--- src/rtl/hazard_defs.sv ---
// rtl/hazard_defs.sv - shared state codes for the pipeline sequencing controllers
`ifndef HAZARD_DEFS_SV
`define HAZARD_DEFS_SV
`define HZ_STATE_WIDTH 3
`define HZ_ST_IDLE  3'd0
`define HZ_ST_RUN   3'd1
`define HZ_ST_WAIT  3'd2
`define HZ_ST_FLUSH 3'd3
`define HZ_ST_HALT  3'd4
`endif

--- src/rtl/hazard_ctrl_pkg.sv ---
// rtl/hazard_ctrl_pkg.sv - state type and control bundle shared by hazard_ctrl and its bench
`ifndef HAZARD_DEFS_SV
`include "hazard_defs.sv"
`endif
package hazard_ctrl_pkg;

   localparam int STATE_W = `HZ_STATE_WIDTH;

   typedef enum logic [STATE_W-1:0] {
      ST_IDLE  = `HZ_ST_IDLE,
      ST_RUN   = `HZ_ST_RUN,
      ST_WAIT  = `HZ_ST_WAIT,
      ST_FLUSH = `HZ_ST_FLUSH,
      ST_HALT  = `HZ_ST_HALT
   } hz_state_t;

   typedef struct packed {
      logic fetch_ce;
      logic fetch_stall;
      logic fetch_flush;
      logic decode_stall;
      logic decode_flush;
      logic ex_bubble;
      logic halted;
   } hz_ctrl_t;

   localparam hz_ctrl_t CTRL_NONE = '0;

endpackage

--- src/rtl/hazard_ctrl_if.sv ---
// rtl/hazard_ctrl_if.sv - hazard sources in, fetch/decode/EX controls out
interface hazard_ctrl_if #(
   parameter int AWIDTH = 5
);
   logic              hc_i_en;
   logic [AWIDTH-1:0] hc_i_rs1_addr;
   logic [AWIDTH-1:0] hc_i_rs2_addr;
   logic              hc_i_rs1_used;
   logic              hc_i_rs2_used;
   logic [AWIDTH-1:0] hc_i_ex_rd_addr;
   logic              hc_i_ex_load;
   logic              hc_i_ex_valid;
   logic              hc_i_branch_taken;
   logic              hc_i_imem_ready;
   logic              hc_i_halt;
   logic              hc_o_fetch_ce;
   logic              hc_o_fetch_stall;
   logic              hc_o_fetch_flush;
   logic              hc_o_decode_stall;
   logic              hc_o_decode_flush;
   logic              hc_o_ex_bubble;
   logic [2:0]        hc_o_state;
   logic              hc_o_halted;

   modport master (
      output hc_i_en, hc_i_rs1_addr, hc_i_rs2_addr, hc_i_rs1_used, hc_i_rs2_used,
             hc_i_ex_rd_addr, hc_i_ex_load, hc_i_ex_valid, hc_i_branch_taken,
             hc_i_imem_ready, hc_i_halt,
      input  hc_o_fetch_ce, hc_o_fetch_stall, hc_o_fetch_flush, hc_o_decode_stall,
             hc_o_decode_flush, hc_o_ex_bubble, hc_o_state, hc_o_halted
   );

   modport slave (
      input  hc_i_en, hc_i_rs1_addr, hc_i_rs2_addr, hc_i_rs1_used, hc_i_rs2_used,
             hc_i_ex_rd_addr, hc_i_ex_load, hc_i_ex_valid, hc_i_branch_taken,
             hc_i_imem_ready, hc_i_halt,
      output hc_o_fetch_ce, hc_o_fetch_stall, hc_o_fetch_flush, hc_o_decode_stall,
             hc_o_decode_flush, hc_o_ex_bubble, hc_o_state, hc_o_halted
   );
endinterface

--- src/rtl/hazard_detect.sv ---
// rtl/hazard_detect.sv - combinational load-use comparator of decode sources against the EX load
module hazard_detect #(
   parameter int AWIDTH = 5
) (
   input  logic [AWIDTH-1:0] i_rs1_addr,
   input  logic [AWIDTH-1:0] i_rs2_addr,
   input  logic              i_rs1_used,
   input  logic              i_rs2_used,
   input  logic [AWIDTH-1:0] i_ex_rd_addr,
   input  logic              i_ex_load,
   input  logic              i_ex_valid,
   output logic              o_load_use
);
   logic w_rs1_hit;
   logic w_rs2_hit;
   logic w_rd_live;

   // x0 is hardwired zero, so a load targeting it never creates a dependency
   assign w_rd_live  = i_ex_valid && i_ex_load && (i_ex_rd_addr != '0);
   assign w_rs1_hit  = i_rs1_used && (i_rs1_addr == i_ex_rd_addr);
   assign w_rs2_hit  = i_rs2_used && (i_rs2_addr == i_ex_rd_addr);
   assign o_load_use = w_rd_live && (w_rs1_hit || w_rs2_hit);
endmodule

--- src/rtl/hazard_ctrl.sv ---
// rtl/hazard_ctrl.sv - fetch/decode stall, flush and ce sequencer; HAZARD_PERF_CNT_EN adds stall/flush counters
module hazard_ctrl
   import hazard_ctrl_pkg::*;
#(
   parameter int AWIDTH       = 5,
   parameter int FLUSH_CYCLES = 2
`ifdef HAZARD_PERF_CNT_EN
   ,
   parameter int CNT_WIDTH    = 16
`endif
) (
   input  logic c_clk,
   input  logic c_rst,
   hazard_ctrl_if.slave hc
`ifdef HAZARD_PERF_CNT_EN
   ,
   output logic [CNT_WIDTH-1:0] hc_o_stall_cnt,
   output logic [CNT_WIDTH-1:0] hc_o_flush_cnt
`endif
);
   localparam int FC_W = (FLUSH_CYCLES > 1) ? $clog2(FLUSH_CYCLES) : 1;
   localparam logic [FC_W-1:0] FC_LOAD = FC_W'(FLUSH_CYCLES - 1);

   hz_state_t       r_state;
   logic [FC_W-1:0] r_flush_cnt;
   hz_state_t       w_next;
   hz_ctrl_t        w_ctrl;
   logic            w_load_use;
   logic            w_br_accept;

   hazard_detect #(.AWIDTH(AWIDTH)) u_detect (
      .i_rs1_addr   (hc.hc_i_rs1_addr),
      .i_rs2_addr   (hc.hc_i_rs2_addr),
      .i_rs1_used   (hc.hc_i_rs1_used),
      .i_rs2_used   (hc.hc_i_rs2_used),
      .i_ex_rd_addr (hc.hc_i_ex_rd_addr),
      .i_ex_load    (hc.hc_i_ex_load),
      .i_ex_valid   (hc.hc_i_ex_valid),
      .o_load_use   (w_load_use)
   );

   // Mealy decode: a hazard seen this cycle stalls this cycle
   always_comb begin
      w_ctrl      = CTRL_NONE;
      w_next      = r_state;
      w_br_accept = 1'b0;
      case (r_state)
         ST_IDLE: begin
            if (hc.hc_i_en) w_next = ST_RUN;
         end
         ST_RUN: begin
            w_ctrl.fetch_ce = 1'b1;
            if (hc.hc_i_branch_taken) begin
               w_ctrl.fetch_flush  = 1'b1;
               w_ctrl.decode_flush = 1'b1;
               w_br_accept         = 1'b1;
               w_next              = ST_FLUSH;
            end else if (hc.hc_i_halt) begin
               w_ctrl.fetch_stall  = 1'b1;
               w_ctrl.decode_stall = 1'b1;
               w_next              = ST_HALT;
            end else if (w_load_use) begin
               w_ctrl.fetch_stall  = 1'b1;
               w_ctrl.decode_stall = 1'b1;
               w_ctrl.ex_bubble    = 1'b1;
            end else if (!hc.hc_i_imem_ready) begin
               w_ctrl.fetch_stall  = 1'b1;
               w_next              = ST_WAIT;
            end else if (!hc.hc_i_en) begin
               w_next              = ST_IDLE;
            end
         end
         ST_WAIT: begin
            w_ctrl.fetch_ce = 1'b1;
            if (hc.hc_i_branch_taken) begin
               w_ctrl.fetch_flush  = 1'b1;
               w_ctrl.decode_flush = 1'b1;
               w_br_accept         = 1'b1;
               w_next              = ST_FLUSH;
            end else begin
               w_ctrl.fetch_stall  = 1'b1;
               w_ctrl.decode_flush = 1'b1;
               if (hc.hc_i_imem_ready) w_next = ST_RUN;
            end
         end
         ST_FLUSH: begin
            w_ctrl.fetch_ce     = 1'b1;
            w_ctrl.fetch_flush  = 1'b1;
            w_ctrl.decode_flush = 1'b1;
            if (r_flush_cnt == '0) w_next = hc.hc_i_en ? ST_RUN : ST_IDLE;
         end
         ST_HALT: begin
            w_ctrl.fetch_stall  = 1'b1;
            w_ctrl.decode_stall = 1'b1;
            w_ctrl.halted       = 1'b1;
         end
         default: w_next = ST_IDLE;
      endcase
      if (c_rst) w_ctrl = CTRL_NONE;
   end

   always_ff @(posedge c_clk) begin
      if (c_rst) begin
         r_state     <= ST_IDLE;
         r_flush_cnt <= '0;
      end else begin
         r_state <= w_next;
         if (w_br_accept) begin
            r_flush_cnt <= FC_LOAD;
         end else if ((r_state == ST_FLUSH) && (r_flush_cnt != '0)) begin
            r_flush_cnt <= r_flush_cnt - FC_W'(1);
         end
      end
   end

   assign hc.hc_o_fetch_ce     = w_ctrl.fetch_ce;
   assign hc.hc_o_fetch_stall  = w_ctrl.fetch_stall;
   assign hc.hc_o_fetch_flush  = w_ctrl.fetch_flush;
   assign hc.hc_o_decode_stall = w_ctrl.decode_stall;
   assign hc.hc_o_decode_flush = w_ctrl.decode_flush;
   assign hc.hc_o_ex_bubble    = w_ctrl.ex_bubble;
   assign hc.hc_o_halted       = w_ctrl.halted;
   assign hc.hc_o_state        = r_state;

`ifdef HAZARD_PERF_CNT_EN
   logic [CNT_WIDTH-1:0] r_stall_cnt;
   logic [CNT_WIDTH-1:0] r_flush_evt_cnt;

   // A bubble is only ever issued for a load-use stall, so it doubles as the stall event
   always_ff @(posedge c_clk) begin
      if (c_rst) begin
         r_stall_cnt     <= '0;
         r_flush_evt_cnt <= '0;
      end else begin
         if (w_ctrl.ex_bubble && (r_stall_cnt != '1)) begin
            r_stall_cnt <= r_stall_cnt + CNT_WIDTH'(1);
         end
         if (w_br_accept && (r_flush_evt_cnt != '1)) begin
            r_flush_evt_cnt <= r_flush_evt_cnt + CNT_WIDTH'(1);
         end
      end
   end

   assign hc_o_stall_cnt = r_stall_cnt;
   assign hc_o_flush_cnt = r_flush_evt_cnt;
`endif
endmodule

--- src/flat_wrapper.sv ---
// flat-port wrapper written by rule: the top's interface ports become plain ports
module hazard_ctrl_flat import hazard_ctrl_pkg::*;
#(
   parameter int AWIDTH       = 5,
   parameter int FLUSH_CYCLES = 2

)
  (c_clk, c_rst, hc_hc_i_en, hc_hc_i_rs1_addr, hc_hc_i_rs2_addr, hc_hc_i_rs1_used, hc_hc_i_rs2_used, hc_hc_i_ex_rd_addr, hc_hc_i_ex_load, hc_hc_i_ex_valid, hc_hc_i_branch_taken, hc_hc_i_imem_ready, hc_hc_i_halt, hc_hc_o_fetch_ce, hc_hc_o_fetch_stall, hc_hc_o_fetch_flush, hc_hc_o_decode_stall, hc_hc_o_decode_flush, hc_hc_o_ex_bubble, hc_hc_o_state, hc_hc_o_halted);
  hazard_ctrl_if #(.AWIDTH(AWIDTH)) hc_i ();
  input  logic c_clk;
  input  logic c_rst;
  input wire logic [$bits(hc_i.hc_i_en)-1:0] hc_hc_i_en;
  input wire logic [$bits(hc_i.hc_i_rs1_addr)-1:0] hc_hc_i_rs1_addr;
  input wire logic [$bits(hc_i.hc_i_rs2_addr)-1:0] hc_hc_i_rs2_addr;
  input wire logic [$bits(hc_i.hc_i_rs1_used)-1:0] hc_hc_i_rs1_used;
  input wire logic [$bits(hc_i.hc_i_rs2_used)-1:0] hc_hc_i_rs2_used;
  input wire logic [$bits(hc_i.hc_i_ex_rd_addr)-1:0] hc_hc_i_ex_rd_addr;
  input wire logic [$bits(hc_i.hc_i_ex_load)-1:0] hc_hc_i_ex_load;
  input wire logic [$bits(hc_i.hc_i_ex_valid)-1:0] hc_hc_i_ex_valid;
  input wire logic [$bits(hc_i.hc_i_branch_taken)-1:0] hc_hc_i_branch_taken;
  input wire logic [$bits(hc_i.hc_i_imem_ready)-1:0] hc_hc_i_imem_ready;
  input wire logic [$bits(hc_i.hc_i_halt)-1:0] hc_hc_i_halt;
  output wire logic [$bits(hc_i.hc_o_fetch_ce)-1:0] hc_hc_o_fetch_ce;
  output wire logic [$bits(hc_i.hc_o_fetch_stall)-1:0] hc_hc_o_fetch_stall;
  output wire logic [$bits(hc_i.hc_o_fetch_flush)-1:0] hc_hc_o_fetch_flush;
  output wire logic [$bits(hc_i.hc_o_decode_stall)-1:0] hc_hc_o_decode_stall;
  output wire logic [$bits(hc_i.hc_o_decode_flush)-1:0] hc_hc_o_decode_flush;
  output wire logic [$bits(hc_i.hc_o_ex_bubble)-1:0] hc_hc_o_ex_bubble;
  output wire logic [$bits(hc_i.hc_o_state)-1:0] hc_hc_o_state;
  output wire logic [$bits(hc_i.hc_o_halted)-1:0] hc_hc_o_halted;
  assign hc_i.hc_i_en = hc_hc_i_en;
  assign hc_i.hc_i_rs1_addr = hc_hc_i_rs1_addr;
  assign hc_i.hc_i_rs2_addr = hc_hc_i_rs2_addr;
  assign hc_i.hc_i_rs1_used = hc_hc_i_rs1_used;
  assign hc_i.hc_i_rs2_used = hc_hc_i_rs2_used;
  assign hc_i.hc_i_ex_rd_addr = hc_hc_i_ex_rd_addr;
  assign hc_i.hc_i_ex_load = hc_hc_i_ex_load;
  assign hc_i.hc_i_ex_valid = hc_hc_i_ex_valid;
  assign hc_i.hc_i_branch_taken = hc_hc_i_branch_taken;
  assign hc_i.hc_i_imem_ready = hc_hc_i_imem_ready;
  assign hc_i.hc_i_halt = hc_hc_i_halt;
  assign hc_hc_o_fetch_ce = hc_i.hc_o_fetch_ce;
  assign hc_hc_o_fetch_stall = hc_i.hc_o_fetch_stall;
  assign hc_hc_o_fetch_flush = hc_i.hc_o_fetch_flush;
  assign hc_hc_o_decode_stall = hc_i.hc_o_decode_stall;
  assign hc_hc_o_decode_flush = hc_i.hc_o_decode_flush;
  assign hc_hc_o_ex_bubble = hc_i.hc_o_ex_bubble;
  assign hc_hc_o_state = hc_i.hc_o_state;
  assign hc_hc_o_halted = hc_i.hc_o_halted;
  hazard_ctrl #(.AWIDTH(AWIDTH), .FLUSH_CYCLES(FLUSH_CYCLES)) u_core (.c_clk(c_clk), .c_rst(c_rst), .hc(hc_i));
endmodule
--- config.mk ---
export PLATFORM = sky130hd
export DESIGN_NAME = hazard_ctrl_flat
export DESIGN_NICKNAME = d
export VERILOG_FILES = /design/src/rtl/hazard_ctrl_pkg.sv /design/src/rtl/hazard_ctrl_if.sv /design/src/rtl/hazard_detect.sv /design/src/rtl/hazard_ctrl.sv /design/src/flat_wrapper.sv
export VERILOG_INCLUDE_DIRS = /design/src /design/src/rtl
export SDC_FILE = /design/constraint.sdc
export NUM_CORES = 1
export LEC_CHECK = 0
export CORE_ASPECT_RATIO = 0.75
export CORE_MARGIN = 3
export CORE_UTILIZATION = 32
export CTS_CLUSTER_SIZE = 25
export DETAILED_ROUTE_END_ITERATION = 10
export GPL_TIMING_DRIVEN = 0
export HOLD_SLACK_MARGIN = 0.05
export PLACE_DENSITY = 0.74
export SYNTH_ARGS = -nofsm -noshare
export SYNTH_HDL_FRONTEND = slang
export SYNTH_SLANG_ARGS = --single-unit
--- constraint.sdc ---
create_clock -name c_clk -period 1.7 [get_ports c_clk]
set_input_delay 0.34 -clock c_clk [delete_from_list [all_inputs] [get_ports c_clk]]
set_output_delay 0.34 -clock c_clk [all_outputs]
set_load 0.01 [all_outputs]
==> impl_results.md <==
- Outcome: finished, violations left
- Failing checks: negative setup slack
- Final std cells w/o fill: 143
- CTS tree: yes
- Number of synthesized register bits: 4
- Cells after Synth: 76
- Synth cell count leaders: 8 x xor2_1, 5 x clkbuf_1, 5 x nand2b_1, 5 x nor3_1, 5 x nor4_1
- Fmax: 452 MHz
- Area added between synthesis and finish: 91.5%
- CTS Buf Count: 3
- Area taken by multi-input logic gates: ~520 um2
- CP required: approximately 1.4 ns
- Later-pin clock latency in the skew report: 0.26 ns
- Die Width: ~55 um
- Die Y: 42.7 um
- Yosys warns: 0
- Hold Slack: 0.551 ns
- CP Data Arrival Time: around 1.9 ns
- Clock power share: 0.186
- CP Capture Type: output pin
- Synth Area in Compound Gates: 0.264
- Post-Synth Simple-Gate Area: 0.354
- Drt wl/cell: 15.8 um
- Core Util, Final: 0.696
- Sequential fraction of the synthesis area: 0.140
- Largest family of logic cells by synthesized area: simple AND/OR/NAND/NOR gates
- First-pass GRT wire length: approximately 3400 um
- Area leader, netlist: dfxtp_1
- Clk sinks: 4
- Core Region: 0.00158 mm2
- DRT Pass-1 Iters: 5
- Layout cells sized above 1: 0.361
- Initial Util: 0.363
- Tcrit/Tclk final: 1.30
- Max Cap Violations: 0
- RSZ-0062 raised after global routing: true
- Global-route usage over all layers: 0.205
- Psw: about 0.29 mW
- Max Slew Vio Count: 0
- Fin. Hold Viols: 0
- Synth Cell Area: about 570 um2
- Num ports: 35
- Wirelength, routed: 2260 um
- Initial antenna violation count: 0
- Inst Count DP: ~130
- GRT overflow: 0
- Full die area: between 0.002 and 0.0025 mm2
- Final setup violating endpoints: 5
- Hold-fix buffers, CTS: 0
- Post-place instance area: a little under 0.001 mm2
- Root Driver: clkbuf_4
- Sw Ratio: 0.399
- Vias: about 800
- H-tree levels: 1
- Top cell type's share of synthesized area: 0.140
- Count leader, synth: xor2_1
- Setup ws final: -0.510 ns
- Crit path time final: 2.21 ns
- Vias/cell: ~5.4
- Syn nets: just over 100
- Netlist cell types: 33
- Main synth FF type: dfxtp_1
- DRT iter0 DRCs: 25
- Clock Pin Slew Worst Setup and Hold Paths: 0.05 ns
- Fin nets: 149
- Setup_tns: -1.42 ns
- Internal power: approximately 0.44 mW
- Worst hold path class: reg -> reg
- CP Class: reg -> out
- Worst-path fanout max: 8
- Slew HR: 0.769
- Worst setup SP type: flop
- Multiplexer share of the synthesized area: 0.0175
- Synth top area cells: dfxtp_1 14%, xor2_1 12%, nand2b_1 5.5%
- DR DRC count: 0
- Area share of fa/ha/maj cells after synthesis: 0
- Clock Path Buffers: 2
- Register Area: between 80 and 90 um2
- Least-Margin Pin Slew: approximately 0.35 ns
- Design Area, Final: ~0.0011 mm2
- PD cells: between 600 and 700 mW/mm2
- Post-synth EDFFs: 0
- Final antenna-violating net count: 0
- VDD IR-drop max: 0.000417 V
- Reg power frac: 0.204
- Post-synth ARST share: 0
- Vias in the first global route: between 700 and 800
- Clock Skew: 0.0142 ns
- Static leakage: between 0.5 and 0.6 nW
- Fillers: approximately 130
- Avg Synthesized Cell Area: between 7 and 8 um2
- Xor and xnor area share after synthesis: 0.153
- # diodes: 0
- Port bufs: 34
- DPL Wire Length: approximately 1500 um
- Comb pwr share: 0.611
- Largest net degree at the start of global routing: 12
- Routability Congestion: a little over 0.9
- # rows: 12
-- power by group through the flow --
stage / sequential, mW / combinational (mW) / clock, mW
2_1_floorplan: 0.138 / 0.223 / 0
3_3_place_gp: 0.134 / 0.395 / 0
3_5_place_dp: 0.134 / 0.399 / 0
4_1_cts: 0.152 / 0.389 / 0.136
5_1_grt: 0.152 / 0.478 / 0.141
6_report: 0.149 / 0.447 / 0.136
-- area by class of cell --
class,count,share of cell area
tap,21,0.0239
clock buffer,3,0.0205
inverter,3,0.0103
timing repair buffer,44,0.345
buffer,5,0.0422
multi-input combinational,63,0.477
sequential,4,0.0810
-- critical path: stages (launching register included) --
cell and delay, ns:
dfxtp_4 0.37, or4b_4 0.49, a211o_4 0.32, nand2b_4 0.15
o21ai_2 0.12, buf_2 0.16
-- layout by cell type (no fill, tap or decap), types with 2 or more instances in the layout --
| cell | synthesis | routed |
|---|---|---|
| buf_4 | 0 | 11 |
| clkdlybuf4s50_1 | 0 | 11 |
| xor2_1 | 8 | 8 |
| buf_2 | 0 | 7 |
| dlymetal6s2s_1 | 0 | 7 |
| nor3_1 | 5 | 5 |
| clkbuf_2 | 0 | 5 |
| nand2b_1 | 5 | 4 |
| nand2_1 | 4 | 4 |
| nor4_2 | 0 | 3 |
| nor2_1 | 3 | 3 |
| inv_1 | 3 | 3 |
| clkbuf_4 | 0 | 3 |
| dlygate4sd2_1 | 0 | 3 |
| clkdlybuf4s15_1 | 0 | 3 |
| xnor2_1 | 2 | 2 |
| and2_1 | 0 | 2 |
| a21oi_1 | 2 | 2 |
| o31ai_1 | 3 | 2 |
| nor4_1 | 5 | 2 |
| nor3b_1 | 2 | 2 |
| dfxtp_4 | 0 | 2 |
-- sequential cells by signal (all words and copies together), names as in the netlist --
signal,cells
u_core.r_flush_cnt,1
u_core.hc.hc_o_state,3
-- through the flow --
stage	total power, mW	setup WS [ns]
floorplan	0.361	-0.219
global placement	0.528	-1.05
detailed placement	0.533	-1.10
CTS	0.678	-0.546
global route	0.772	-0.557
finish	0.731	-0.510
-- path summary, 6_finish.rpt --
path	start	to	slack (ns)	cells after the start
worst max-delay path	u_core.hc.hc_o_state[1]$_SDFFE_PP0P_	hc_hc_o_fetch_stall	-0.51	5
worst max register to register	u_core.hc.hc_o_state[1]$_SDFFE_PP0P_	u_core.hc.hc_o_state[1]$_SDFFE_PP0P_	-0.01	4
worst min-delay path	u_core.r_flush_cnt$_SDFFE_PP0P_	u_core.r_flush_cnt$_SDFFE_PP0P_	0.55	1
worst min register to register	u_core.r_flush_cnt$_SDFFE_PP0P_	u_core.r_flush_cnt$_SDFFE_PP0P_	0.55	1
-- repair_timing --
action / 4_1_cts / 5_1_grt
pin swaps: 6 / 10
buffers inserted: 5 / 5
setup endpoints to repair: 9 / 7
resized for setup: 53 / 27
-- layer usage --
metal	GRT usage	vias up	wire, um
li1	-	383	-
met1	0.300	356	1030
met2	0.278	35	996
met3	0.0632	4	202
met4	0.0597	0	27
met5	0	-	0
-- cell families (layout without fill, tap and decap cells) --
group / count (synthesis) / count (layout)
flops: 4 / 4
mux: 1 / 1
compound gates: 20 / 20
buf+inv: 9 / 55
xor+xnor: 10 / 10
simple gates: 32 / 32
Power figures use the tool's default switching activity.
